$ cat config.mk
export PLATFORM = sky130hd
export DESIGN_NAME = link_tx_arbiter
export DESIGN_NICKNAME = d
export VERILOG_FILES = /design/src/rtl/link_pkg.sv /design/src/rtl/ack_timer.sv /design/src/rtl/link_tx_arbiter.sv
export SDC_FILE = /design/constraint.sdc
export NUM_CORES = 1
export LEC_CHECK = 0
export ABC_CLOCK_PERIOD_IN_PS = 1800
export BUFFER_PORTS_ARGS = -buffer_cell sky130_fd_sc_hd__clkbuf_2
export CAP_MARGIN = 30
export CORE_MARGIN = 2
export CORE_UTILIZATION = 40
export DETAILED_ROUTE_END_ITERATION = 8
export PLACE_DENSITY = 0.65
export SYNTH_ARGS = -nofsm -noshare
export SYNTH_HDL_FRONTEND = slang
export SYNTH_SLANG_ARGS = --single-unit
$ cat constraint.sdc
create_clock -name clk -period 1.8 [get_ports clk]
set_input_delay 0.09 -clock clk [delete_from_list [all_inputs] [get_ports clk]]
set_output_delay 0.09 -clock clk [all_outputs]
set_load 0.05 [all_outputs]
$ cat src/rtl/link_pkg.sv
// link_pkg: shared types and defaults for the wireless link transmit path.
//   arb_state_t : link_tx_arbiter FSM states
//   req_id_t    : identifies which keypad path owns the transmitter
//   DEF_TIMEOUT_CYCLES / DEF_MAX_RETRY : default ack timeout and retry budget
//   ACK_CODE    : byte the remote side returns as an acknowledge (receiver side)
package link_pkg;

  typedef enum logic [2:0] {
    IDLE,
    SEND,
    WAIT_ACK,
    DONE,
    FAIL
  } arb_state_t;

  typedef enum logic {
    REQ_HOST   = 1'b0,
    REQ_PLAYER = 1'b1
  } req_id_t;

  localparam int         DEF_TIMEOUT_CYCLES = 50;
  localparam int         DEF_MAX_RETRY      = 3;
  localparam logic [7:0] ACK_CODE           = 8'h06;

endpackage

$ cat src/rtl/ack_timer.sv
// ack_timer: up-counter measuring how long the arbiter has waited for rx_ack.
// Ports:
//   clk    in  system clock
//   rst    in  synchronous active-high reset
//   clr    in  force the count back to 0 (wins over en)
//   en     in  advance the count by one this cycle
//   expire out high in the last enabled cycle of a TIMEOUT_CYCLES window
module ack_timer
  import link_pkg::*;
#(
  parameter int TIMEOUT_CYCLES = DEF_TIMEOUT_CYCLES
) (
  input  logic clk,
  input  logic rst,
  input  logic clr,
  input  logic en,
  output logic expire
);

  localparam int CW = (TIMEOUT_CYCLES > 1) ? $clog2(TIMEOUT_CYCLES) : 1;

  logic [CW-1:0] cnt_q, cnt_d;

  always_comb begin
    cnt_d = cnt_q;
    if (clr) begin
      cnt_d = '0;
    end else if (en) begin
      cnt_d = cnt_q + 1'b1;
    end
  end

  always_ff @(posedge clk) begin
    if (rst) begin
      cnt_q <= '0;
    end else begin
      cnt_q <= cnt_d;
    end
  end

  assign expire = en && (cnt_q == CW'(TIMEOUT_CYCLES - 1));

endmodule

$ cat src/rtl/link_tx_arbiter.sv
// link_tx_arbiter: shares the wireless link transmitter between the host and
// player keypad paths, waits for a remote acknowledge and retries on timeout.
// Optional build macro LINK_TX_STATS_EN adds saturating retry/fail counters.
// Ports:
//   clk, nRst (sync, active-high reset), role_switch (first tie-break)
//   host_req/host_data/host_grant, player_req/player_data/player_grant
//   tx_valid/tx_data/tx_ready  : handshake to the transmitter
//   rx_ack                     : remote acknowledge pulse
//   msg_sent (pulse), error (sticky), busy
//   retry_count, fail_count    : only with LINK_TX_STATS_EN
//
// state    | meaning
// IDLE     | arbitrate between pending requests
// SEND     | offer latched byte until the transmitter takes it
// WAIT_ACK | count toward timeout, watch rx_ack
// DONE     | one-cycle msg_sent, clear error/retry
// FAIL     | retries exhausted, error set, clear retry
module link_tx_arbiter
  import link_pkg::*;
#(
  parameter int DATA_W         = 8,
  parameter int TIMEOUT_CYCLES = DEF_TIMEOUT_CYCLES,
  parameter int MAX_RETRY      = DEF_MAX_RETRY
) (
  input  logic              clk,
  input  logic              nRst,
  input  logic              role_switch,
  input  logic              host_req,
  input  logic [DATA_W-1:0] host_data,
  output logic              host_grant,
  input  logic              player_req,
  input  logic [DATA_W-1:0] player_data,
  output logic              player_grant,
  output logic              tx_valid,
  output logic [DATA_W-1:0] tx_data,
  input  logic              tx_ready,
  input  logic              rx_ack,
  output logic              msg_sent,
  output logic              error,
  output logic              busy
`ifdef LINK_TX_STATS_EN
  ,
  output logic [7:0]        retry_count,
  output logic [7:0]        fail_count
`endif
);

  localparam int RW = (MAX_RETRY > 0) ? $clog2(MAX_RETRY + 1) : 1;

  arb_state_t        state_q, state_d;
  req_id_t           last_winner_q, last_winner_d;
  logic [DATA_W-1:0] data_q, data_d;
  logic [RW-1:0]     retry_q, retry_d;
  logic              error_q, error_d;

  logic grant_host, grant_player;
  logic timer_clr, timer_en, timer_expire;
  logic ack_expired, can_retry;

  ack_timer #(.TIMEOUT_CYCLES(TIMEOUT_CYCLES)) u_ack_timer (
    .clk    (clk),
    .rst    (nRst),
    .clr    (timer_clr),
    .en     (timer_en),
    .expire (timer_expire)
  );

  // Expiry only counts when no ack arrives in the same cycle: ack wins.
  assign ack_expired = timer_expire && !rx_ack;
  assign can_retry   = (retry_q < RW'(MAX_RETRY));

  always_comb begin
    state_d       = state_q;
    last_winner_d = last_winner_q;
    data_d        = data_q;
    retry_d       = retry_q;
    error_d       = error_q;
    grant_host    = 1'b0;
    grant_player  = 1'b0;
    timer_clr     = 1'b0;
    timer_en      = 1'b0;
    unique case (state_q)
      IDLE: begin
        if (host_req && player_req) begin
          // Round-robin only on ties; a lone requester does not move the pointer.
          if (last_winner_q == REQ_PLAYER) grant_host = 1'b1;
          else                             grant_player = 1'b1;
          last_winner_d = (last_winner_q == REQ_PLAYER) ? REQ_HOST : REQ_PLAYER;
        end else if (host_req) begin
          grant_host = 1'b1;
        end else if (player_req) begin
          grant_player = 1'b1;
        end
        if (grant_host) begin
          data_d  = host_data;
          state_d = SEND;
        end else if (grant_player) begin
          data_d  = player_data;
          state_d = SEND;
        end
      end
      SEND: begin
        if (tx_ready) begin
          timer_clr = 1'b1;
          state_d   = WAIT_ACK;
        end
      end
      WAIT_ACK: begin
        timer_en = 1'b1;
        if (rx_ack) begin
          state_d = DONE;
        end else if (ack_expired) begin
          if (can_retry) begin
            retry_d = retry_q + 1'b1;
            state_d = SEND;
          end else begin
            error_d = 1'b1;
            state_d = FAIL;
          end
        end
      end
      DONE: begin
        error_d = 1'b0;
        retry_d = '0;
        state_d = IDLE;
      end
      FAIL: begin
        retry_d = '0;
        state_d = IDLE;
      end
      default: state_d = IDLE;
    endcase
  end

  always_ff @(posedge clk) begin
    if (nRst) begin
      state_q       <= IDLE;
      last_winner_q <= req_id_t'(~role_switch);
      data_q        <= '0;
      retry_q       <= '0;
      error_q       <= 1'b0;
    end else begin
      state_q       <= state_d;
      last_winner_q <= last_winner_d;
      data_q        <= data_d;
      retry_q       <= retry_d;
      error_q       <= error_d;
    end
  end

  // Gated with reset so an abort cycle never leaks a grant, offer or pulse.
  assign host_grant   = grant_host && !nRst;
  assign player_grant = grant_player && !nRst;
  assign tx_valid     = (state_q == SEND) && !nRst;
  assign msg_sent     = (state_q == DONE) && !nRst;
  assign busy         = (state_q != IDLE) && !nRst;
  assign tx_data      = data_q;
  assign error        = error_q;

`ifdef LINK_TX_STATS_EN
  logic [7:0] retry_count_q, retry_count_d;
  logic [7:0] fail_count_q, fail_count_d;

  always_comb begin
    retry_count_d = retry_count_q;
    fail_count_d  = fail_count_q;
    if (state_q == WAIT_ACK && ack_expired) begin
      if (can_retry) begin
        if (retry_count_q != 8'hFF) retry_count_d = retry_count_q + 8'd1;
      end else begin
        if (fail_count_q != 8'hFF) fail_count_d = fail_count_q + 8'd1;
      end
    end
  end

  always_ff @(posedge clk) begin
    if (nRst) begin
      retry_count_q <= '0;
      fail_count_q  <= '0;
    end else begin
      retry_count_q <= retry_count_d;
      fail_count_q  <= fail_count_d;
    end
  end

  assign retry_count = retry_count_q;
  assign fail_count  = fail_count_q;
`endif

endmodule

Yosys cells after proc, flatten, opt, wreduce, memory -nomap -nowiden. Index checks and enable logic that the tools add are counted.

Register bits after elaboration: 21. Bits of input ports: 23.

Add/subtract/negate cells: 2. Order comparisons: 1. Eq/ne operators: 12. Multiplexer cells: 34. Bitwise logic cells: 1. Reductions and logical operators: 24.

Operators by type and width (count): $mux 1 (20); $mux 3 (6); $mux 8 (2); $ne 2x2->1 const B (5); $reduce_bool 2->1 (5); $pmux 3 s3 (1); $logic_and 1x1->1 (8); $reduce_and 4->1 (2); $add 6x1->6 const B (1); $eq 3x2->1 const B (2); $eq 6x6->1 const B (1); $mux 2 (3); $ne 3x3->1 const B (2); $pmux 2 s2 (1); $reduce_and 2->1 (2); $reduce_or 2->1 (2); $eq 3x1->1 const B (1); $eq 3x3->1 const B (1); $logic_not 3->1 (1); $reduce_and 3->1 (1); $reduce_bool 3->1 (1); $add 2x1->2 const B (1); $logic_not 1->1 (2); $lt 2x2->1 const B (1); 2 further kinds (2).

Logic depth before layout (Yosys ltp). Gate-level depths: netlist of the first run.

Depth after elaboration: 7. Mapped depth: 6. Gate-level depth less buffers: 6.

Cells and area by module. A second synthesis of the first run with hierarchy kept.

Cells, all modules: 127. Area, all modules: 1139.8 um^2.

By module, submodules not included: link_tx_arbiter (times used 1, cells an instance 95, area an instance 852.1 um^2); ack_timer (times used 1, cells an instance 32, area an instance 287.8 um^2).

Worst setup path after synthesis of the first run. No wires, ideal clock.

Path type: register -> output. Start point: register state_q[2]. End point: output port player_grant. Data arrival time: 3.326 ns. Required time: 1.710 ns. Setup slack: -1.616 ns. Stages on the path, launching flop included: 4. Cells stage by stage: dfxtp_1 buf_6 or3_4 a2111oi_0.

Cells in the longest elaborated chain, start to end: 3.

Ends and longest elaborated chain: start, declared (line link_tx_arbiter.sv:50) `arb_state_t state_q, state_d;`; start signal, assigned (line link_tx_arbiter.sv:143) `state_q <= state_d;`; $logic_not 3->1 (line link_tx_arbiter.sv:82) `unique case (state_q)`; $mux 1 (line link_tx_arbiter.sv:82); $logic_and 1x1->1 (line link_tx_arbiter.sv:153) `assign player_grant = grant_player && !nRst;`; end, declared (line link_tx_arbiter.sv:33) `output logic player_grant,`.

No other way between the ends.

Worst setup path after layout of the first run.
Start point: register state_q[1]. End point: output port host_grant.

Cells in the longest elaborated chain, start to end: 3.

Ends and longest elaborated chain: $logic_not 3->1 (line link_tx_arbiter.sv:82); $mux 1 (line link_tx_arbiter.sv:82); $logic_and 1x1->1 (line link_tx_arbiter.sv:152) `assign host_grant = grant_host && !nRst;`; end, declared (line link_tx_arbiter.sv:30) `output logic host_grant,`.

No other way between the ends.

==> results.cfg, run 1 <==
[timing]
fin_crit_sh = 0.961
min_period_ns = 1.73
unrepaired_setup_endpoints_after_global_routing = no
final_hold_viol_count = 0
relSlewSlack = 0.693
timing_max_transition_violations_final = 0
skew_ns = 0.000822
worstMarginPinSlew_ns = 0.459
max_clock_freq_mhz = 578
finalSetupViolations = 0
total_negative_slack_ns = 0

[synthesis]
synth_cell_types = 37
synth_sequential_area_ratio = 0.379
number_of_flip_flops_and_latches_in_the_synthesized_netlist = 21
synth_area_um2 = 1130
syn_inst = 122
synth.avg_cell_area_um2 = 9.30
mapped_nets = 148
ys_warn_count = 0

[drt]
wl_per_cell_um = 11.5
detail_route.wirelength.met1_um = 977
top_signal_layer_used = met4
drt-initial-drc-count = 26
drt_pass1_iterations = 5
met3RoutedLength_um = 136
detailroute.wirelength.met2_mm = 1.08
detailroute.via_count = 995
drc_errors = 0
route.detailed.vias_per_inst = 5.16
ant_nets = 0
routed_wirelength_mm = 2.22

[cts]
clk_root_buffer_cell = sky130_fd_sc_hd__clkbuf_4
clkLatencyLatePin_ns = 0.29
ctsHtreeMaxLevel = 1
clk_pin_slew_worst_paths_ns = 0.11
tritoncts_clock_tree = done
tritoncts_num_sinks = 21
tritoncts.num_buffers = 3
cts_hold_buffers = 0
clk_path_buf_depth = 2

[critical_path]
worst_r2r_path_depth = 5
critical-path-slowest-cell = sky130_fd_sc_hd__or3_4
cp.depth = 4
timing.critical_path.from = state_q[1]$_SDFFE_PP0P_
worst_r2r_src = state_q[1]$_SDFFE_PP0P_
max_stage_delay_ns = 0.41
critical_path.top_delay_family = simple AND/OR/NAND/NOR gates
worst-endpoint-required_ns = 1.71
setup.worst_path.end_class = output port
ff2ff_setup_slack_ns = 0.30
criticalPathCategory = reg -> out
crit_fanout = 5
cp_num_buf_inv = 2
worstReg2RegEnd = tx_data[3]$_SDFFE_PP0P_
critical_path_at_ns = 1.64
worst_setup_path_endpoint = host_grant
startpoint_type = flip-flop
crit_path_cell_trace = or3_4, buf_4, nor3_2, clkbuf_2

[global_routing]
grt_remaining_overflow = 0
global_route_wire_length_before_repair_mm = 3.72
grtUsageTotal = 0.141
number_of_antenna_violations_at_the_first_check_in_global_routing = 0
grt_max_degree = 17
grt_pass1_vias = 876

[floorplan]
io-pin-count = 37
floorplan.initialDensity = 0.415
floorplan.die.width_um = 57.3
fp.dieArea_um2 = 3280
placementRows = 19
floorplan.core_area_um2 = 2730
die-height_um = 57.3

[status]
run_status = completed

[power]
p_leak_nw = 0.646
vdd.ir_drop.worst_mv = 0.631
p_total_mw = 1.59
power.density_nw_per_um2 = 1120

[hold_path]
worst_hold_path_type = in -> reg

[layout]
fillers = 261
antenna_cells_inserted = 0
fin_nets = 189
area_delta_synth_final_pct = 25.1
drive_above_1_share = 0.370

[placement]
hpwl_mm = 1.77
io_buffer_count = 36
globalplace.congestion = 0.819

[flow_run]
max_cap_violations = 0
[stage by stage]
step | area (um^2) | setup slack [ns] | utilization | instances | hold WS, ns
after floorplan | 1160 | 0.0414 | - | 122 | 0.298
after global placement | 1360 | 0.266 | 0.497 | 186 | 0.394
after detailed placement | 1360 | 0.236 | 0.497 | 186 | 0.395
after CTS | 1400 | 0.0308 | 0.510 | 190 | 0.0695
after global routing | 1420 | 0.000197 | 0.519 | 193 | 0.0743
final | 1420 | 0.0698 | 0.519 | 193 | 0.0900
[sequential cells by signal, indices dropped and copies added, names as in the netlist]
register / count
error: 1
last_winner_q: 1
retry_q: 2
state_q: 3
tx_data: 8
u_ack_timer.cnt_q: 6
[worst min path at each step]
stage,start,end,depth (start not counted)
after detailed placement,role_switch,last_winner_q$_DFFE_PP_,2
after global placement,role_switch,last_winner_q$_DFFE_PP_,2
final,role_switch,last_winner_q$_DFFE_PP_,2
after CTS,role_switch,last_winner_q$_DFFE_PP_,2
after floorplan,rx_ack,state_q[0]$_SDFFE_PP0P_,2
after global routing,role_switch,last_winner_q$_DFFE_PP_,2
[power breakdown]
group | internal, mW | switching, mW | total, mW | leakage, nW
logic | 0.271 | 0.506 | 0.777 | 0.456
clock network | 0.0862 | 0.132 | 0.218 | 0.0150
registers | 0.546 | 0.0453 | 0.592 | 0.174
[logic make-up (layout without fill, tap and decap cells)]
group / count (synthesis) / count (layout) / share of synthesized area
buffers and inverters: 11 / 51 / 0.0562
DFF: 21 / 21 / 0.379
AOI/OAI and AO/OA: 21 / 21 / 0.143
adders and majority gates: 3 / 3 / 0.0331
and+or+nand+nor: 50 / 50 / 0.252
muxes: 11 / 11 / 0.0970
xor gates and xnor gates: 5 / 5 / 0.0386
[metal layers]
layer,track usage,vias to the layer above
met5,0,-
met4,0.0498,0
met3,0.0227,4
met2,0.251,30
met1,0.171,440
li1,-,521
[cell usage after synthesis, drive strengths merged]
| cell type | n | area share |
|---|---|---|
| nor3b | 1 | 0.011 |
| a221o | 1 | 0.0099 |
| clkbuf | 2 | 0.0066 |
| mux2i | 11 | 0.097 |
| and4bb | 1 | 0.011 |
| o21ai | 2 | 0.0088 |
| buf | 5 | 0.036 |
| a2111oi | 1 | 0.0077 |
| o21a | 1 | 0.0066 |
| a211oi | 10 | 0.075 |
| nor3 | 5 | 0.022 |
| and2 | 1 | 0.0055 |
| nor4b | 1 | 0.0077 |
| nand3 | 1 | 0.0044 |
| xor2 | 4 | 0.031 |
| xnor2 | 1 | 0.0077 |
| and4b | 1 | 0.0099 |
| nand2b | 1 | 0.0055 |
| nand4b | 1 | 0.0077 |
| and2b | 1 | 0.0077 |
| dfxtp | 20 | 0.35 |
| a31o | 2 | 0.015 |
| ha | 3 | 0.033 |
| nor2b | 5 | 0.028 |
| nand4 | 3 | 0.017 |
| a21oi | 2 | 0.0088 |
| inv | 4 | 0.013 |
| or3 | 1 | 0.0099 |
| a31oi | 2 | 0.011 |
| nor4 | 1 | 0.0055 |
| edfxtp | 1 | 0.026 |
| nand2 | 6 | 0.020 |
| nor2 | 20 | 0.080 |
[layout by cell type, fill, tap and decap left out, types with 4 or more instances in the layout]
master / netlist / final
sky130_fd_sc_hd__nor2_1: 19 / 19
sky130_fd_sc_hd__buf_4: 0 / 7
sky130_fd_sc_hd__nand2_1: 6 / 6
sky130_fd_sc_hd__nor3_1: 5 / 4
sky130_fd_sc_hd__xor2_1: 4 / 4
sky130_fd_sc_hd__dfxtp_1: 20 / 19
sky130_fd_sc_hd__mux2i_1: 11 / 11
sky130_fd_sc_hd__nor2b_1: 5 / 5
sky130_fd_sc_hd__clkbuf_2: 0 / 35
sky130_fd_sc_hd__a211oi_1: 8 / 8
sky130_fd_sc_hd__inv_1: 4 / 4
[layout make-up]
type | count | area [um^2] | area share
tap | 31 | 38.8 | 0.0273
multi-input combinational | 90 | 664 | 0.468
clock buffer | 4 | 26.3 | 0.0185
sequential | 21 | 434 | 0.306
inverter | 4 | 15.0 | 0.0106
timing repair buffer | 43 | 241 | 0.170
[what timing repair did]
action                                 in CTS  in global routing
endpoints found under the hold margin       0                  0
setup endpoints to repair                   1                  1
pin swaps                                   1                  2
gates resized for setup                     3                  1
buffers inserted                            0                  3
Power figures use the tool's default switching activity.
==> run 2: changes to the inputs <==
- BUFFER_PORTS_ARGS: -buffer_cell sky130_fd_sc_hd__clkbuf_2 -> unset
- DONT_BUFFER_PORTS: unset -> 1
- PLACE_DENSITY: 0.65 -> unset
- PLACE_DENSITY_LB_ADDON: unset -> 0.1
==> run 2 against run 1 <==
Net effect:
- total power grew 0.13%
- cell area shrank 4.7%
- combinational power shrank 4.6%
- critical path type unchanged
- largest cell class unchanged
==> results.cfg, run 2 (synthesis results as in run 1) <==
[critical_path]
worst_r2r_src = state_q[1]$_SDFFE_PP0P_
worst-endpoint-required_ns = 1.71
criticalPathCategory = reg -> out
timing.critical_path.from = state_q[1]$_SDFFE_PP0P_
critical_path_at_ns = 1.64
setup.worst_path.end_class = output port
worstReg2RegEnd = tx_data[2]$_SDFFE_PP0P_
crit_path_cell_trace = or3_4, buf_4, nor3_2, buf_4
worst_setup_path_endpoint = host_grant
ff2ff_setup_slack_ns = 0.22
startpoint_type = flip-flop
worst_r2r_path_depth = 5
critical-path-slowest-cell = sky130_fd_sc_hd__or3_4
max_stage_delay_ns = 0.40
crit_top_cell = sky130_fd_sc_hd__buf_4
crit_fanout = 10

[timing]
min_period_ns = 1.73
finalSetupViolations = 0
worstMarginPinSlew_ns = 0.650
relSlewSlack = 0.565
max_clock_freq_mhz = 578
fin_crit_sh = 0.962
total_negative_slack_ns = 0
timing_max_transition_violations_final = 0
final_hold_viol_count = 0
skew_ns = 0.00238
unrepaired_setup_endpoints_after_global_routing = no

[floorplan]
fp.dieArea_um2 = 3280
floorplan.core_area_um2 = 2730
floorplan.initialDensity = 0.415
floorplan.die.width_um = 57.3
die-height_um = 57.3
io-pin-count = 37
placementRows = 19

[global_routing]
grt_pass1_vias = 796
grt_max_degree = 17
number_of_antenna_violations_at_the_first_check_in_global_routing = 0
grtUsageTotal = 0.151
global_route_wire_length_before_repair_mm = 3.77
grt_remaining_overflow = 0

[cts]
clk_pin_slew_worst_paths_ns = 0.12
tritoncts_clock_tree = done
clkLatencyLatePin_ns = 0.30
ctsHtreeMaxLevel = 1
clk_root_buffer_cell = sky130_fd_sc_hd__clkbuf_4
tritoncts.num_buffers = 3
clk_path_buf_depth = 2
tritoncts_num_sinks = 21

[drt]
wl_per_cell_um = 13.7
ant_nets = 0
route.detailed.vias_per_inst = 5.36
drc_errors = 0
routed_wirelength_mm = 2.34
detail_route.wirelength.met1_mm = 1.12
met3RoutedLength_um = 120
detailroute.via_count = 917
detailroute.wirelength.met2_mm = 1.05
top_signal_layer_used = met4
drt_pass1_iterations = 4
drt-initial-drc-count = 51

[layout]
largest_register_ffs = 8
most-common-layout-cells = sky130_fd_sc_hd__nor2_1, sky130_fd_sc_hd__dfxtp_1, sky130_fd_sc_hd__buf_4
antenna_cells_inserted = 0
fillers = 259
fin_nets = 167
final_core_utilization = 0.495
post_route_non_filler_standard_cell_count = 171
drive_above_1_share = 0.264
most_common_cell_after_layout_fill_and_taps_aside = sky130_fd_sc_hd__nor2_1
area_delta_synth_final_pct = 19.3

[flow_run]
max_cap_violations = 0

[power]
switchingPower_mw = 0.689
vdd.ir_drop.worst_mv = 0.722
power.share.sequential = 0.387
power_frac_clock = 0.147
power.combinational.fraction = 0.466
switching_share_of_total_power = 0.434
power.density_nw_per_um2 = 1170
internal-power_mw = 0.900
p_total_mw = 1.59
p_leak_nw = 0.564

[placement]
globalplace.congestion = 0.799
placed_cells_incl_taps = 162
io_buffer_count = 0
hpwl_mm = 1.71

[status]
run_status = completed

[hold_path]
worst_hold_path_type = in -> reg
run 2: cell types whose count changed in the layout (fill, tap and decap cells not counted), sizes merged:
cell,previous run,this run
clkbuf,40,3
buf,7,17
dlygate4sd3,0,4
clkinv,0,1
run 2: cell type report:
cell class              count  area (um^2)  share of cell area
well taps                  31         38.8              0.0287
flip-flops and latches     21          437               0.323
inverters                   4         15.0              0.0111
multi-input cells          90          664               0.491
repair buffers             21          171               0.127
clock inverters             1         5.00             0.00370
clock buffers               3         22.5              0.0166
run 2: power groups by stage:
| stage | Combinational [mW] | Clock, mW | Sequential (mW) |
|---|---|---|---|
| after floorplan | 0.450 | 0 | 0.761 |
| after global placement | 0.705 | 0 | 0.617 |
| after detailed placement | 0.712 | 0 | 0.622 |
| after CTS | 0.727 | 0.245 | 0.615 |
| after global routing | 0.796 | 0.259 | 0.630 |
| final | 0.741 | 0.233 | 0.615 |
run 2: through the flow:
stage	cell area, um^2	setup slack [ns]	hold WS, ns
final	1350	0.0685	0.0112
after global routing	1350	0.0138	0.00251
after CTS	1330	0.00222	0.00247
after detailed placement	1270	0.299	0.158
after global placement	1270	0.317	0.158
after floorplan	1160	0.0414	0.298
run 2: repair_timing:
item	4_1_cts	5_1_grt
hold buffers	3	1
pin swaps	0	1
endpoints found under the hold margin	16	1
setup buffers	0	1
endpoints found under the setup margin	1	1
resized for setup	3	2
run 2: worst min-delay path by stage:
stage	start	end	slack, ns	cells after the start
floorplan	rx_ack	state_q[0]$_SDFFE_PP0P_	0.30	2
global placement	nRst	tx_data[1]$_SDFFE_PP0P_	0.16	1
detailed placement	nRst	tx_data[1]$_SDFFE_PP0P_	0.16	1
CTS	host_data[3]	tx_data[3]$_SDFFE_PP0P_	0.002	2
global route	player_data[5]	tx_data[5]$_SDFFE_PP0P_	0.003	2
finish	host_data[3]	tx_data[3]$_SDFFE_PP0P_	0.01	2
run 2: per-layer routing:
metal,GRT usage,vias to the layer above
met5,0,-
met4,0.0698,0
met3,0.0295,4
met2,0.225,24
met1,0.210,417
li1,-,472
run 2: worst max-delay path, delay by kind of cell (launching register included):
family / cells / cell delay (ns)
and+or+nand+nor: 2 / 0.55
DFF: 1 / 0.39
buffers and inverters: 2 / 0.39
